<file path="src/rtl/keypad_if.sv">
// Keypad pin and key-event bundle between the scanner (master) and its consumer.
interface keypad_if;
  logic       col1;
  logic       col2;
  logic       col3;
  logic       row1;
  logic       row2;
  logic       row3;
  logic       row4;
  logic       key_valid;
  logic       key_release;
  logic [3:0] key_code;
  logic       key_held;
  logic       star_level;
  logic       sharp_level;

  modport master (
    input  col1, col2, col3,
    output row1, row2, row3, row4,
    output key_valid, key_release, key_code, key_held, star_level, sharp_level
  );

  modport slave (
    output col1, col2, col3,
    input  row1, row2, row3, row4,
    input  key_valid, key_release, key_code, key_held, star_level, sharp_level
  );
endinterface

</file>
<file path="src/rtl/keypad_scanner.sv">
// 4x3 keypad row scanner with per-frame ghost rejection, debounce and key events.
// Optional auto-repeat of key_valid while a key is held: define KEYPAD_REPEAT_EN.
module keypad_scanner #(
  parameter int SCAN_DIV        = 500000,
  parameter int DEBOUNCE_FRAMES = 3,
  parameter int REPEAT_DELAY    = 50,
  parameter int REPEAT_RATE     = 10
) (
  input logic      clk,
  input logic      reset,
  keypad_if.master kp
);

  typedef enum logic [1:0] {
    IDLE       = 2'd0,
    PRESS_DB   = 2'd1,
    HELD       = 2'd2,
    RELEASE_DB = 2'd3
  } state_t;

  localparam int               DIV_W    = $clog2(SCAN_DIV);
  localparam int               CNT_W    = $clog2(DEBOUNCE_FRAMES + 1);
  localparam logic [DIV_W-1:0] DIV_LAST = DIV_W'(SCAN_DIV - 1);
  localparam logic [CNT_W-1:0] CNT_DONE = CNT_W'(DEBOUNCE_FRAMES);
  localparam logic [3:0]       KEY_NONE = 4'hF;

  if (SCAN_DIV < 2 || DEBOUNCE_FRAMES < 2 || REPEAT_RATE < 1 || REPEAT_DELAY < REPEAT_RATE) begin : g_bad_param
    $error("keypad_scanner: illegal parameter value");
  end

  logic [DIV_W-1:0] div_q, div_d;
  logic [1:0]       row_idx_q, row_idx_d;
  logic [3:0]       row_q, row_d;
  logic [1:0]       hits_q, hits_d;
  logic [3:0]       fkey_q, fkey_d;
  state_t           state_q, state_d;
  logic [3:0]       cand_q, cand_d;
  logic [CNT_W-1:0] cnt_q, cnt_d;
  logic [3:0]       key_code_q, key_code_d;
  logic             key_valid_q, key_valid_d;
  logic             key_release_q, key_release_d;
  logic             key_held_q, key_held_d;
  logic             star_q, star_d;
  logic             sharp_q, sharp_d;

  logic             sample_s, frame_end_s, rep_fire_s;
  logic [2:0]       cols_s, acc_sum_s;
  logic [1:0]       row_hits_s, acc_hits_s;
  logic [3:0]       acc_key_s, frame_code_s;
  logic [CNT_W-1:0] cnt_inc_s;

`ifdef KEYPAD_REPEAT_EN
  logic [15:0]      rep_q, rep_d;
`endif

  function automatic logic [3:0] key_map(input logic [1:0] row, input logic [2:0] cols);
    logic [3:0] col_n;
    case (cols)
      3'b001:  col_n = 4'd0;
      3'b010:  col_n = 4'd1;
      3'b100:  col_n = 4'd2;
      default: col_n = 4'd0;
    endcase
    if (row != 2'd3) begin
      key_map = {2'b00, row} * 4'd3 + col_n + 4'd1;
    end else begin
      case (col_n)
        4'd0:    key_map = 4'hA;
        4'd1:    key_map = 4'h0;
        default: key_map = 4'hB;
      endcase
    end
  endfunction

  assign cols_s = {kp.col3, kp.col2, kp.col1};

  // Row strobe timing and frame accumulation; hit count saturates at 2 so ghosts read as "many".
  always_comb begin
    sample_s     = (div_q == DIV_LAST);
    frame_end_s  = sample_s && (row_idx_q == 2'd3);
    row_hits_s   = {1'b0, kp.col1} + {1'b0, kp.col2} + {1'b0, kp.col3};
    acc_sum_s    = {1'b0, hits_q} + {1'b0, row_hits_s};
    acc_hits_s   = (acc_sum_s > 3'd2) ? 2'd2 : acc_sum_s[1:0];
    acc_key_s    = (row_hits_s == 2'd1) ? key_map(row_idx_q, cols_s) : fkey_q;
    frame_code_s = (acc_hits_s == 2'd1) ? acc_key_s : KEY_NONE;
    div_d        = sample_s ? '0 : div_q + DIV_W'(1);
    row_idx_d    = sample_s ? row_idx_q + 2'd1 : row_idx_q;
    row_d        = sample_s ? {row_q[2:0], row_q[3]} : row_q;
    if (sample_s) begin
      hits_d = frame_end_s ? 2'd0 : acc_hits_s;
      fkey_d = frame_end_s ? KEY_NONE : acc_key_s;
    end else begin
      hits_d = hits_q;
      fkey_d = fkey_q;
    end
  end

  // Next-state logic, evaluated once per frame at the row4 sample.
  always_comb begin
    state_d    = state_q;
    cand_d     = cand_q;
    cnt_d      = cnt_q;
    cnt_inc_s  = cnt_q + CNT_W'(1);
    rep_fire_s = 1'b0;
`ifdef KEYPAD_REPEAT_EN
    rep_d      = rep_q;
`endif
    if (frame_end_s) begin
      case (state_q)
        IDLE: begin
          if (frame_code_s != KEY_NONE) begin
            state_d = PRESS_DB;
            cand_d  = frame_code_s;
            cnt_d   = CNT_W'(1);
          end else begin
            cnt_d = '0;
          end
        end
        PRESS_DB: begin
          if (frame_code_s == cand_q) begin
            cnt_d   = cnt_inc_s;
            state_d = (cnt_inc_s == CNT_DONE) ? HELD : PRESS_DB;
          end else if (frame_code_s == KEY_NONE) begin
            state_d = IDLE;
            cnt_d   = '0;
          end else begin
            cand_d = frame_code_s;
            cnt_d  = CNT_W'(1);
          end
        end
        HELD: begin
          if (frame_code_s == cand_q) begin
`ifdef KEYPAD_REPEAT_EN
            // Reload so the next hit of REPEAT_DELAY is REPEAT_RATE frames later.
            if (rep_q + 16'd1 == 16'(REPEAT_DELAY)) begin
              rep_fire_s = 1'b1;
              rep_d      = 16'(REPEAT_DELAY - REPEAT_RATE);
            end else begin
              rep_d = rep_q + 16'd1;
            end
`endif
          end else begin
            state_d = RELEASE_DB;
            cnt_d   = CNT_W'(1);
          end
        end
        RELEASE_DB: begin
          if (frame_code_s == cand_q) begin
            state_d = HELD;
          end else if (cnt_inc_s == CNT_DONE) begin
            state_d = IDLE;
            cnt_d   = '0;
`ifdef KEYPAD_REPEAT_EN
            rep_d   = '0;
`endif
          end else begin
            cnt_d = cnt_inc_s;
          end
        end
        default: begin
          state_d = IDLE;
          cnt_d   = '0;
        end
      endcase
    end else begin
      state_d = state_q;
    end
  end

  // Registered key event outputs derived from the frame transition.
  always_comb begin
    key_valid_d   = 1'b0;
    key_release_d = 1'b0;
    key_code_d    = key_code_q;
    if (frame_end_s) begin
      case (state_q)
        PRESS_DB: begin
          if (frame_code_s == cand_q && cnt_inc_s == CNT_DONE) begin
            key_valid_d = 1'b1;
            key_code_d  = cand_q;
          end else begin
            key_valid_d = 1'b0;
          end
        end
        HELD: begin
          key_valid_d = rep_fire_s;
        end
        RELEASE_DB: begin
          if (frame_code_s != cand_q && cnt_inc_s == CNT_DONE) begin
            key_release_d = 1'b1;
            key_code_d    = KEY_NONE;
          end else begin
            key_release_d = 1'b0;
          end
        end
        default: begin
          key_valid_d = 1'b0;
        end
      endcase
    end else begin
      key_code_d = key_code_q;
    end
    key_held_d = (state_d == HELD) || (state_d == RELEASE_DB);
    star_d     = key_held_d && (key_code_d == 4'hA);
    sharp_d    = key_held_d && (key_code_d == 4'hB);
  end

  // State and output registers.
  always_ff @(posedge clk) begin
    if (reset) begin
      div_q         <= '0;
      row_idx_q     <= 2'd0;
      row_q         <= 4'b0001;
      hits_q        <= 2'd0;
      fkey_q        <= KEY_NONE;
      state_q       <= IDLE;
      cand_q        <= KEY_NONE;
      cnt_q         <= '0;
      key_code_q    <= KEY_NONE;
      key_valid_q   <= 1'b0;
      key_release_q <= 1'b0;
      key_held_q    <= 1'b0;
      star_q        <= 1'b0;
      sharp_q       <= 1'b0;
    end else begin
      div_q         <= div_d;
      row_idx_q     <= row_idx_d;
      row_q         <= row_d;
      hits_q        <= hits_d;
      fkey_q        <= fkey_d;
      state_q       <= state_d;
      cand_q        <= cand_d;
      cnt_q         <= cnt_d;
      key_code_q    <= key_code_d;
      key_valid_q   <= key_valid_d;
      key_release_q <= key_release_d;
      key_held_q    <= key_held_d;
      star_q        <= star_d;
      sharp_q       <= sharp_d;
    end
  end

`ifdef KEYPAD_REPEAT_EN
  // Held-frame counter for auto-repeat.
  always_ff @(posedge clk) begin
    if (reset) begin
      rep_q <= '0;
    end else begin
      rep_q <= rep_d;
    end
  end
`endif

  assign kp.row1        = row_q[0];
  assign kp.row2        = row_q[1];
  assign kp.row3        = row_q[2];
  assign kp.row4        = row_q[3];
  assign kp.key_valid   = key_valid_q;
  assign kp.key_release = key_release_q;
  assign kp.key_code    = key_code_q;
  assign kp.key_held    = key_held_q;
  assign kp.star_level  = star_q;
  assign kp.sharp_level = sharp_q;

endmodule

</file>
<file path="src/flat_wrapper.sv">
// flat-port wrapper written by rule: the top's interface ports become plain ports
module keypad_scanner_flat 
#(
  parameter int SCAN_DIV        = 500000,
  parameter int DEBOUNCE_FRAMES = 3,
  parameter int REPEAT_DELAY    = 50,
  parameter int REPEAT_RATE     = 10
)
  (clk, reset, kp_col1, kp_col2, kp_col3, kp_row1, kp_row2, kp_row3, kp_row4, kp_key_valid, kp_key_release, kp_key_code, kp_key_held, kp_star_level, kp_sharp_level);
  keypad_if kp_i ();
  input logic clk;
  input logic reset;
  input wire logic [$bits(kp_i.col1)-1:0] kp_col1;
  input wire logic [$bits(kp_i.col2)-1:0] kp_col2;
  input wire logic [$bits(kp_i.col3)-1:0] kp_col3;
  output wire logic [$bits(kp_i.row1)-1:0] kp_row1;
  output wire logic [$bits(kp_i.row2)-1:0] kp_row2;
  output wire logic [$bits(kp_i.row3)-1:0] kp_row3;
  output wire logic [$bits(kp_i.row4)-1:0] kp_row4;
  output wire logic [$bits(kp_i.key_valid)-1:0] kp_key_valid;
  output wire logic [$bits(kp_i.key_release)-1:0] kp_key_release;
  output wire logic [$bits(kp_i.key_code)-1:0] kp_key_code;
  output wire logic [$bits(kp_i.key_held)-1:0] kp_key_held;
  output wire logic [$bits(kp_i.star_level)-1:0] kp_star_level;
  output wire logic [$bits(kp_i.sharp_level)-1:0] kp_sharp_level;
  assign kp_i.col1 = kp_col1;
  assign kp_i.col2 = kp_col2;
  assign kp_i.col3 = kp_col3;
  assign kp_row1 = kp_i.row1;
  assign kp_row2 = kp_i.row2;
  assign kp_row3 = kp_i.row3;
  assign kp_row4 = kp_i.row4;
  assign kp_key_valid = kp_i.key_valid;
  assign kp_key_release = kp_i.key_release;
  assign kp_key_code = kp_i.key_code;
  assign kp_key_held = kp_i.key_held;
  assign kp_star_level = kp_i.star_level;
  assign kp_sharp_level = kp_i.sharp_level;
  keypad_scanner #(.SCAN_DIV(SCAN_DIV), .DEBOUNCE_FRAMES(DEBOUNCE_FRAMES), .REPEAT_DELAY(REPEAT_DELAY), .REPEAT_RATE(REPEAT_RATE)) u_core (.clk(clk), .reset(reset), .kp(kp_i));
endmodule
</file>
<file path="config.mk">
export PLATFORM = sky130hd
export DESIGN_NAME = keypad_scanner_flat
export DESIGN_NICKNAME = d
export VERILOG_FILES = /design/src/rtl/keypad_if.sv /design/src/rtl/keypad_scanner.sv /design/src/flat_wrapper.sv
export SDC_FILE = /design/constraint.sdc
export NUM_CORES = 1
export LEC_CHECK = 0
export CAP_MARGIN = 20
export CORE_UTILIZATION = 57
export CTS_BUF_LIST = sky130_fd_sc_hd__clkbuf_2
export DETAILED_ROUTE_END_ITERATION = 8
export MAX_ROUTING_LAYER = met4
export PLACE_DENSITY_LB_ADDON = 0.25
export SYNTH_ARGS = -nofsm -noshare
export SYNTH_HDL_FRONTEND = slang
export SYNTH_SLANG_ARGS = --single-unit
</file>
<file path="constraint.sdc">
create_clock -name clk -period 10.5 [get_ports clk]
set_input_delay 2.625 -clock clk [delete_from_list [all_inputs] [get_ports clk]]
set_output_delay 2.625 -clock clk [all_outputs]
set_load 0.01 [all_outputs]
</file>
**After elaboration in Yosys (flattened, before gate mapping)**

Cells that the tools add are included.

- Register bits after elaboration: 48
- Latch bits: 0
- RAM bits: 0
- ROM bits: 0
- Bits of input ports: 5
- Output and inout port bits: 13
- Memories: 0

- Add/sub/neg operators: 8
- Multipliers: 1
- Div/mod/pow operators: 0
- Magnitude comparators: 1
- Equality and inequality tests: 25
- Shifts and indexed selects: 0
- Muxes and demuxes: 34
- Bitwise logic cells: 3
- Reduce and logical (&&, ||, !) cells: 14

Operators by type and width:

| operator | count |
|---|---|
| $mux 4 | 10 |
| $mux 2 | 14 |
| $pmux 4 s2 | 3 |
| $add 19x1->19 const B | 1 |
| $eq 19x19->1 const B | 1 |
| $pmux 2 s4 | 2 |
| $eq 2x2->1 const B | 6 |
| $eq 4x4->1 const B | 3 |
| $ne 2x2->1 const B | 5 |
| $eq 2x1->1 const B | 4 |
| $reduce_or 3->1 | 2 |
| $logic_and 1x1->1 | 5 |
| $reduce_and 5->1 | 1 |
| $add 2x1->2 const B | 2 |
| $add 4x1->4 const B | 1 |
| $add 4x2->4 | 1 |
| $eq 4x4->1 | 1 |
| $logic_not 4->1 | 1 |
| $mul 2x2->4 const B | 1 |
| $mux 1 | 4 |
| $ne 4x4->1 | 1 |
| $ne 4x4->1 const B | 1 |
| $pmux 2 s2 | 1 |
| $add 2x2->3 | 1 |
| 12 further kinds | 14 |

**Depth between registers and ports, before layout**

Gate-level depths: netlist (run 1).

- Word-level depth: 15
- Gate-level depth with buffers: 14
- Gate-level depth less buffers: 12

**Worst setup path before layout (run 1)**

Ideal clock, no wire load.

- Path kind: input-to-reg
- From: input port kp_col3
- To: register u_core.key_code_q[3], in the netlist u_core.kp.key_code[3]
- Library setup time: 0.115 ns
- Arrival time: 5.669 ns
- Setup slack: 4.716 ns
- Stages: 13
- Path buffers: 2
- Cells stage by stage: fa_1 > ha_1 > inv_1 > fa_1 > and3_1 > clkbuf_1 > o21ai_1 > xnor2_1 > and3_4 > buf_6 > inv_2 > or4_1 > a31o_1

- Cells in the longest elaborated chain, start to end: 12
- Elaborated cells between the ends (all ways): 25

Ends and longest elaborated chain:

| item | RTL line | source |
|---|---|---|
| start: declaration | flat_wrapper.sv:15 | `input wire logic [$bits(kp_i.col3)-1:0] kp_col3;` |
| $eq 3x3->1 or $eq 3x2->1 (tied branches) | keypad_scanner.sv:58 | `case (cols)` |
| $pmux 2 s2 | keypad_scanner.sv:58 |  |
| $add 4x2->4, or another cell as far along | keypad_scanner.sv:65 | `key_map = {2'b00, row} * 4'd3 + col_n + 4'd1;` |
| $add 4x1->4 or $pmux 4 s2 (tied branches) | keypad_scanner.sv:65, keypad_scanner.sv:67 |  |
| $mux 4 | keypad_scanner.sv:64 | `if (row != 2'd3) begin` |
| $mux 4 | keypad_scanner.sv:84 | `acc_key_s = (row_hits_s == 2'd1) ? key_map(row_idx_q, cols_s) : fkey_q;` |
| $mux 4 (*) | keypad_scanner.sv:85 | `frame_code_s = (acc_hits_s == 2'd1) ? acc_key_s : KEY_NONE;` |
| $ne 4x4->1 or $eq 4x4->1 (tied branches) | keypad_scanner.sv:189, keypad_scanner.sv:178 |  |
| $logic_and 1x1->1, on equally long branches | keypad_scanner.sv:189, keypad_scanner.sv:178 |  |
| $mux 4, on equally long branches | keypad_scanner.sv:189, keypad_scanner.sv:178 |  |
| $pmux 4 s2 (*) | keypad_scanner.sv:176 | `case (state_q)` |
| $mux 4 (*) | keypad_scanner.sv:175 | `if (frame_end_s) begin` |
| end signal: assignment | keypad_scanner.sv:234 | `key_code_q <= key_code_d;` |
| end: declaration | keypad_scanner.sv:39 | `logic [3:0] key_code_q, key_code_d;` |

Every way passes the cells marked *; elsewhere a longest branch is shown, timed or not.
A chain may end at the register's enable or synchronous reset.

**Worst setup path in the final report (run 1)**

- From: input port kp_col3
- To: register u_core.cand_q[2]

- Cells in the longest elaborated chain, start to end: 10
- Elaborated cells between the ends (all ways): 28

Ends and longest elaborated chain:

| item | RTL line | source |
|---|---|---|
| $eq 3x3->1 or $eq 3x2->1 (tied branches) | keypad_scanner.sv:58 |  |
| $pmux 2 s2 | keypad_scanner.sv:58 |  |
| $add 4x2->4, or another cell as far along | keypad_scanner.sv:65 |  |
| $add 4x1->4 or $pmux 4 s2 (tied branches) | keypad_scanner.sv:65, keypad_scanner.sv:67 |  |
| $mux 4 | keypad_scanner.sv:64 |  |
| $mux 4 | keypad_scanner.sv:84 |  |
| $mux 4 (*) | keypad_scanner.sv:85 |  |
| $eq 4x4->1, or another cell as far along | keypad_scanner.sv:120 | `if (frame_code_s == cand_q) begin` |
| $ne 2x2->1 (no line), or another cell as far along | - |  |
| $reduce_and 5->1 (no line) or $pmux 4 s2 (tied branches) | - |  |
| end signal: assignment | keypad_scanner.sv:232 | `cand_q <= cand_d;` |
| end: declaration | keypad_scanner.sv:37 | `logic [3:0] cand_q, cand_d;` |

Every way passes the cells marked *; elsewhere a longest branch is shown, timed or not. The select of a mux whose other input is x is not followed.

==> out/results.txt, run 1 <==
The routed layout has 2196 vias. The number of antenna diodes in the final layout is 0. The run gives 0 as the final hold violation count. The cell type of the slowest stage on the worst timing path was a2111oi_4. Power spread over the standard cell area amounts to 119 mW/mm². Transition at the pin with the smallest max-transition slack: 0.747 ns. The timing-limited maximum frequency is 0.162 GHz.

Hold timing on the final database bottoms out at a slack of 0.511 ns. The run gives 106 as the number of DRC markers in iteration 0. The area fraction in and, or, nand and nor cells after synthesis was 25.8%; the number of antenna violations at the first check in global routing was 0. Summing all non-filler instances in the final layout gives an area of 0.00290 mm². The tools report the layout net count as 335. The aggregate global routing overflow was 0.

The floorplan has 24 rows. The wire length after detailed routing is 5060 µm. The tree is rooted in a clkbuf_2. The count of buffers added on input and output ports is 17. Timing analysis after detailed placement gives a worst setup slack of 3.85 ns. The run gives 0 ns as the setup TNS after final layout.

STA classifies the critical path startpoint as a primary input. Gate family responsible for the most delay along the worst path: simple AND/OR/NAND/NOR gates. From synthesis to final layout, the design area changed by 10.9%. The share of synthesized area in the top cell type comes to 36.7%. For the worst path required time, the log shows 10.88 ns. The number of antenna-violating nets in the routed design is 0, and the setup slack on the worst flop-to-flop path is 6.99 ns.

The run gives 0.00280 mm² as the cell area after placement. The share of the clock period used by the worst path after layout is 58.8%. The critical path goes through clkdlybuf4s50_1 > nor3b_1 > fa_1 > fa_1 > nor4bb_1 > a221oi_2 > o2111ai_1 > o211ai_2 > and3_4 > a2111oi_4 > mux2i_1 > nand2_1. The run finished with clean final reports. The maximum buffer depth of the clock tree was 2; the number of buffers added by the clock tree synthesis step was 5. In the final routed layout, each cell accounts on average for 13.7 µm.

The final count of pins violating max slew is 0. The die covers 0.00487 mm². For this run, the number of Yosys warnings is 0.

Area fraction in compound gates after synthesis: 15.8%. The analysis attributes to cell leakage a power of 1.09 nW. Measured against the total synthesized area, the mux share comes to 3.44%.

The floorplan core area is 0.00438 mm². Leaving out filler cells and counting taps, the final layout contains 370. The number of top-level pins was 18. The average vias per placed instance is 5.94. The total clock sinks was 48.

The smallest clock period supported by the final layout is computed as 6.17 ns. The synthesized flop and latch total is 48, and the core utilization of the finished layout is 66.2%. Count of cell types in the netlist: 55.

Primary flip-flop cell chosen by synthesis mapping: dfxtp_1. The final worst setup slack was 4.33 ns; the setup fix buffers added after clock tree synthesis was 0. The xor and xnor area share after synthesis was 6.02%; the first-pass iteration count of the detailed router was 4. The run gives 0.0000788 V as the largest vdd supply drop. The congestion estimate from routability-driven global placement came to 0.907. The share of flip-flops with an asynchronous set or reset is 0%, and the clock network latency to the later pin of the worst-skew pair is 0.45 ns. Setup violations remaining at the end of the flow were counted as 0. The maximum number of pins on one net before global-route repair was 25. In the global route stage, overall resource usage came out at 23.4%. The number of nets handed over by synthesis was 322.

The residual DRC count is 0, and the share of the yosys chip area belonging to registers is 36.7%. In this run, post-CTS repair resized a total of 0 instances. Cells with a size suffix above 1 make up 6.92% of the layout.

The kind of capture point of the worst setup path was a flop. The number of hold-repair buffers added at the cts stage was 0. From bottom edge to top edge, the die measures 69.8 µm.

TritonCTS built the clock tree. The synthesized netlist devotes 7.36% of its cell area to adder and majority cells. The cell accounting for the most synthesized area is dfxtp_1. Counting flops with a built-in enable in the synthesized netlist gives 0.

After detailed placement, the design holds a cell count of 361. Setup repair after global routing left no endpoint under its margin. Area of the mapped netlist: 0.00262 mm².

The min-delay analysis places its worst path in the category reg2reg. Ranked by total cell area, the synthesized netlist is headed by dfxtp_1 (37%), nor2_1 (5.2%), ha_1 (4.3%). The largest stage delay on the critical path was 0.55 ns; the clock skew was 0.0328 ns. In this run the tightest slew margin relative to its limit is 50.1%.

The final-layout fill cell count came out at 376. Total power for the finished layout comes to 345 µW. Measured along the x axis, the die boundary spans 69.8 µm.

Data arrives at the worst endpoint at 6.55 ns. Starting density of the core: 59.7%. The number of buffers and inverters on the critical path was 1.

For the number of levels the H-tree was split into, the log shows 2. The startpoint-to-endpoint class of the critical path was in2reg. The tools report the via count of the first global-routing pass as 2079. The tools report the global-route wire length before repair as 9040 µm.

Averaged over all synthesized cells, the footprint is 8.61 µm². The detailed placement HPWL is 3600 µm, and the synthesized instance count is 304. By instance count, the cell type seen most on the critical path is fa_1. The maximum net fanout on the critical path is 18. The main combinational cell family by area after synthesis is simple AND/OR/NAND/NOR gates. Clock-pin slew was measured on the worst setup and hold paths at 0.28 ns.

Number of max-capacitance violations reported: 0.
## cell usage after synthesis, drive strengths merged (2+ instances only)
cell and number:
a211oi 3, a21o 2, a21oi 17, a221oi 2
a31oi 6, a32o 2, and3 7, and3b 2
and4 3, buf 4, clkbuf 10, dfxtp 48
fa 4, ha 9, inv 15, mux2i 9
nand2 22, nand2b 2, nand3 12, nand4 6
nand4b 2, nor2 36, nor2b 5, nor3 7
nor3b 3, nor4 3, nor4bb 4, o211ai 2
o21ai 14, or2 4, or3 5, xnor2 7
xor2 11
## state kept, by name, indices dropped and copies added (netlist names)
register / flops
u_core.row_idx_q: 2
u_core.state_q: 2
u_core.kp.star_level: 1
u_core.cand_q: 4
u_core.div_q: 19
u_core.hits_q: 2
u_core.kp.key_held: 1
u_core.cnt_q: 2
u_core.kp.key_valid: 1
u_core.kp.key_code: 4
u_core.row_q: 4
u_core.fkey_q: 4
u_core.kp.sharp_level: 1
u_core.kp.key_release: 1
## placed cells by master, fill, tap and decap left out, drive strengths merged, types with 3 or more instances in the layout
master         count
a211oi             3
nor4               3
fa                 4
and3               7
or3                5
nor2              36
mux2i              9
or2                4
nand3             12
and4               3
clkdlybuf4s50     17
a21oi             17
nor2b              5
xor2              11
xnor2              7
o21ai             14
a31oi              6
ha                 9
inv               16
nor3b              3
dfxtp             48
nor4bb             4
clkbuf             5
buf                3
nand4              6
nand2             22
nor3               7
## power by group
| part | leakage, nW | internal (mW) | total [mW] | switching, mW |
|---|---|---|---|---|
| combinational | 0.654 | 0.0126 | 0.0319 | 0.0194 |
| sequential | 0.388 | 0.184 | 0.185 | 0.000987 |
| clock | 0.0536 | 0.0649 | 0.128 | 0.0633 |
| total | 1.09 | 0.261 | 0.345 | 0.0836 |
## logic make-up after synthesis
| group | count (synthesis) |
|---|---|
| AND/OR/NAND/NOR | 127 |
| AO/OA/AOI/OAI | 60 |
| flip-flops | 48 |
| buffers and inverters | 29 |
| XOR/XNOR | 18 |
| adder cells (fa/ha/maj) | 13 |
| multiplexers | 9 |
## layout make-up
type                    count  area, µm²  share of cell area (%)
multi-input cells         227       1540                    52.9
flip-flops and latches     48        961                    33.1
repair buffers             20        193                    6.64
clock inverters             3       68.8                    2.37
well taps                  52       65.1                    2.24
inverters                  15       56.3                    1.94
clock buffers               5       25.0                   0.862
## path summary, 6_finish.rpt
| path | from | to | cells past startpoint |
|---|---|---|---|
| setup reg to reg | u_core.row_idx_q[0] | u_core.cand_q[2] | 10 |
| hold reg to reg | u_core.div_q[0] | u_core.div_q[0] | 1 |
| setup / recovery | kp_col3 | u_core.cand_q[2] | 12 |
| hold / removal | u_core.div_q[0] | u_core.div_q[0] | 1 |
## metal layers
| metal | global-route usage, % | vias up | routed length [µm] |
|---|---|---|---|
| li1 | - | 1107 | - |
| met1 | 28.7 | 1032 | 2390 |
| met2 | 39.0 | 50 | 2400 |
| met3 | 4.22 | 7 | 214 |
| met4 | 7.78 | 0 | 63 |
| met5 | - | - | 0 |
No activity file was read; power rests on OpenSTA's default activity.
==> run 2, diff against run 1 <==
--- a/config.mk
+++ b/config.mk
@@ -6,7 +6,7 @@
 export NUM_CORES = 1
 export LEC_CHECK = 0
 export CAP_MARGIN = 20
-export CORE_UTILIZATION = 57
+export CORE_UTILIZATION = 55
 export CTS_BUF_LIST = sky130_fd_sc_hd__clkbuf_2
 export DETAILED_ROUTE_END_ITERATION = 8
 export MAX_ROUTING_LAYER = met4
==> constraint.sdc (replaced) <==
create_clock -name clk -period 5.36 [get_ports clk]
set_input_delay 1.34 -clock clk [delete_from_list [all_inputs] [get_ports clk]]
set_output_delay 1.34 -clock clk [all_outputs]
set_load 0.01 [all_outputs]
==> run 2 against run 1 <==
  * The run now ends with design-rule violations left
  * Global-route usage fell by 1.0 points
  * Via count down 0.50%
  * Cell count is 0.81% higher
  * Clock skew down 0.0076 ns
  * Non-clock buffer count increased by 3
  * Flip-flop and latch count unchanged
  * Critical path depth did not move
  * First-iteration DRC count increased by 28%
  * Worst hold slack worse by 0.021 ns
  * Final area decreased by 1.1%
==> out/results.txt, run 2 (synthesis results as in run 1) <==
In the global route stage, met3 resource usage came out at 4.56%. The average vias per placed instance works out to 5.86. The largest vdd supply drop was 0.000132 V.

In the final design database the tool counted 338 nets. For the first-pass iteration count of the detailed router, the log shows 6. Setup repair after global routing left no endpoint under its margin. The number of clock buffers added by TritonCTS is 5. Clock slew seen by the registers of the worst setup and hold paths: 0.22 ns. The die is 71.0 µm wide.

The maximum number of pins on one net before global-route repair is 25. The critical path ends at u_core.kp.key_code[3]. The number of cells on the worst reg-to-reg path is 10. The number of antenna violations at the first check in global routing is 0. The flow ran to the end, but the final reports show violations. The antenna diode count is 0, and the power per cell area is 199 mW/mm². For the number of hold-repair buffers added at the cts stage, the log shows 0. Clock latency on the worst-skew pair, taken at its later pin, is 0.42 ns. Summed over all nets, the half-perimeter wirelength after detailed placement is 3640 µm. The logs give 0 for the aggregate global routing overflow and 0.00447 mm² for the floorplan core area. The most common library cell in the layout ignoring fill and taps was dfxtp_1. The first global-routing pass estimated 8860 µm of wire. For this design the top-level I/O count stands at 18.

The congestion estimate from routability-driven global placement came to 0.847. The share of the clock period used by the worst path after layout is 90.0%, and the total via count in the routed design is 2185. The logs give 5.70 ns for the worst path required time and 22.4% for the aggregate global-route resource usage. The tools report the overall power as 571 µW.

The startpoint identified for the worst register-to-register timing path is u_core.row_idx_q[0]. The endpoint identified for the worst register-to-register timing path is u_core.kp.key_code[3]. The global-route track usage on met1 is 27.7%. The critical path starts at kp_col3. The startpoint-to-endpoint class of the critical path is in2reg.

Measured on the finished design, the core utilization comes to 64.2%. The checks that failed: design-rule violations. The final count of pins violating max slew was 0.

Via count of the first global-routing pass: 2010. Once the floorplan was initialized, standard cells occupied 58.5% of the core. CTS built an H-tree with a depth of 2. The detailed router finished its first iteration with 136 violations. More flip-flops sit in one register than any other, and that register is u_core.div_q.

After detailed routing, the total wire length is 4960 µm. Setup total negative slack on the finished layout was measured at 0 ns. Traced cell by cell, the critical path runs through clkdlybuf4s50_1 > nor3b_1 > fa_1 > fa_1 > nor4bb_1 > a221oi_2 > nand2b_1 > o211ai_2 > and3_4 > inv_2 > or4_1 > a31o_1. Final hold violation count: 0. The run gives 0 as the number of gates given a new drive strength after cts.

Buffers placed on the I/O ports in this run total 17. STA classifies the critical path endpoint as a flop. The die covers 0.00504 mm². In this run the remaining antenna-violating nets after routing total 0. The maximum net fanout on the critical path came out at 18. The number of cell rows is 24, and the maximum buffer depth of the clock tree is 2. The routed wirelength normalized by instance count is 13.3 µm, and the largest stage delay on the critical path is 0.52 ns. Relative to the synthesized area, the layout overhead comes to 9.70%. The global routing stage identified its most utilized layer as met2.

Clock tree synthesis found a total of 48 sinks. Global routing met2 resource utilization: 37.3%. Of the cells placed in the final design, the portion with a size suffix greater than 1 is 7.48%. STA puts the critical path data arrival time at 5.17 ns. The run gives 0 as the count of endpoints failing setup in the final report.

TritonCTS built the clock tree. For this run, design rule violations remaining after detail routing come to 4. The transition at the pin with the smallest max-transition slack works out to 0.749 ns.

The smallest clock period supported by the final layout is computed as 4.82 ns. Static timing analysis puts the maximum clock frequency at 0.207 GHz. The tools report the category of the worst setup path launch point as a primary input. For this design the static power due to leakage is 1.09 nW. The library cell appearing most often on the critical path is fa_1. The worst hold path belongs to the class reg2reg.

The setup check on the worst reg-to-reg path leaves a slack of 1.86 ns. The setup fix buffers added after clock tree synthesis was 0. Library cell used as clock root buffer: clkbuf_2. The number of max-capacitance violations reported was 0. For the final database, setup skew stands at 0.0252 ns. Height of the die: 71.0 µm. The cell type of the slowest stage on the worst timing path was clkdlybuf4s50_1.

Relative max-transition margin: 49.6%. The top cell types in the final layout, fill and taps aside, are dfxtp_1 (48), nor2_1 (36), nand2_1 (22). The number of flip-flops under the largest register name was 19.
[run 2: critical path, delay by kind of cell]
family	cells	cell delay [ns]
buffers and inverters	2	0.58
and+or+nand+nor	5	1.72
adders and majority gates	2	1.04
AOI/OAI and AO/OA	3	0.48
[run 2: through the flow]
step / hold slack [ns] / setup slack [ns] / cell area [µm²] / std cells
2_1_floorplan: 0.430 / 0.861 / 2620 / 304
3_3_place_gp: 0.443 / 0.203 / 2830 / 364
3_5_place_dp: 0.456 / 0.0806 / 2830 / 364
4_1_cts: 0.498 / 0.530 / 2860 / 372
5_1_grt: 0.518 / 0.260 / 2870 / 373
6_report: 0.491 / 0.536 / 2870 / 373
[run 2: final cells by class]
cell class | instances | area, µm²
inverters | 15 | 56.3
flip-flops and latches | 48 | 961
clock inverters | 1 | 3.75
fillers | 389 | 1600
clock buffers | 7 | 35.0
multi-input cells | 227 | 1540
well taps | 52 | 65.1
repair buffers | 23 | 215
[run 2: per-layer routing]
| metal | routed length [µm] | vias up |
|---|---|---|
| met5 | 0 | - |
| met4 | 53 | 0 |
| met3 | 267 | 5 |
| met2 | 2310 | 46 |
| met1 | 2330 | 1020 |
| li1 | - | 1114 |
[run 2: how the worst min path moves through the flow]
| stage | startpoint | endpoint | slack, ns | depth (start not counted) |
|---|---|---|---|---|
| after floorplan | u_core.div_q[0] | u_core.div_q[0] | 0.43 | 1 |
| after global placement | u_core.div_q[0] | u_core.div_q[0] | 0.44 | 1 |
| after detailed placement | u_core.div_q[0] | u_core.div_q[0] | 0.46 | 1 |
| after CTS | u_core.div_q[0] | u_core.div_q[0] | 0.50 | 1 |
| after global routing | u_core.div_q[0] | u_core.div_q[0] | 0.52 | 1 |
| final | u_core.div_q[0] | u_core.div_q[0] | 0.49 | 1 |
[run 2: power breakdown]
part | leakage [nW] | switching [mW] | internal (mW) | total (mW)
Clock | 0.0306 | 0.108 | 0.0349 | 0.143
Combinational | 0.669 | 0.0390 | 0.0267 | 0.0658
Sequential | 0.388 | 0.00173 | 0.360 | 0.361
Total | 1.09 | 0.149 | 0.421 | 0.571
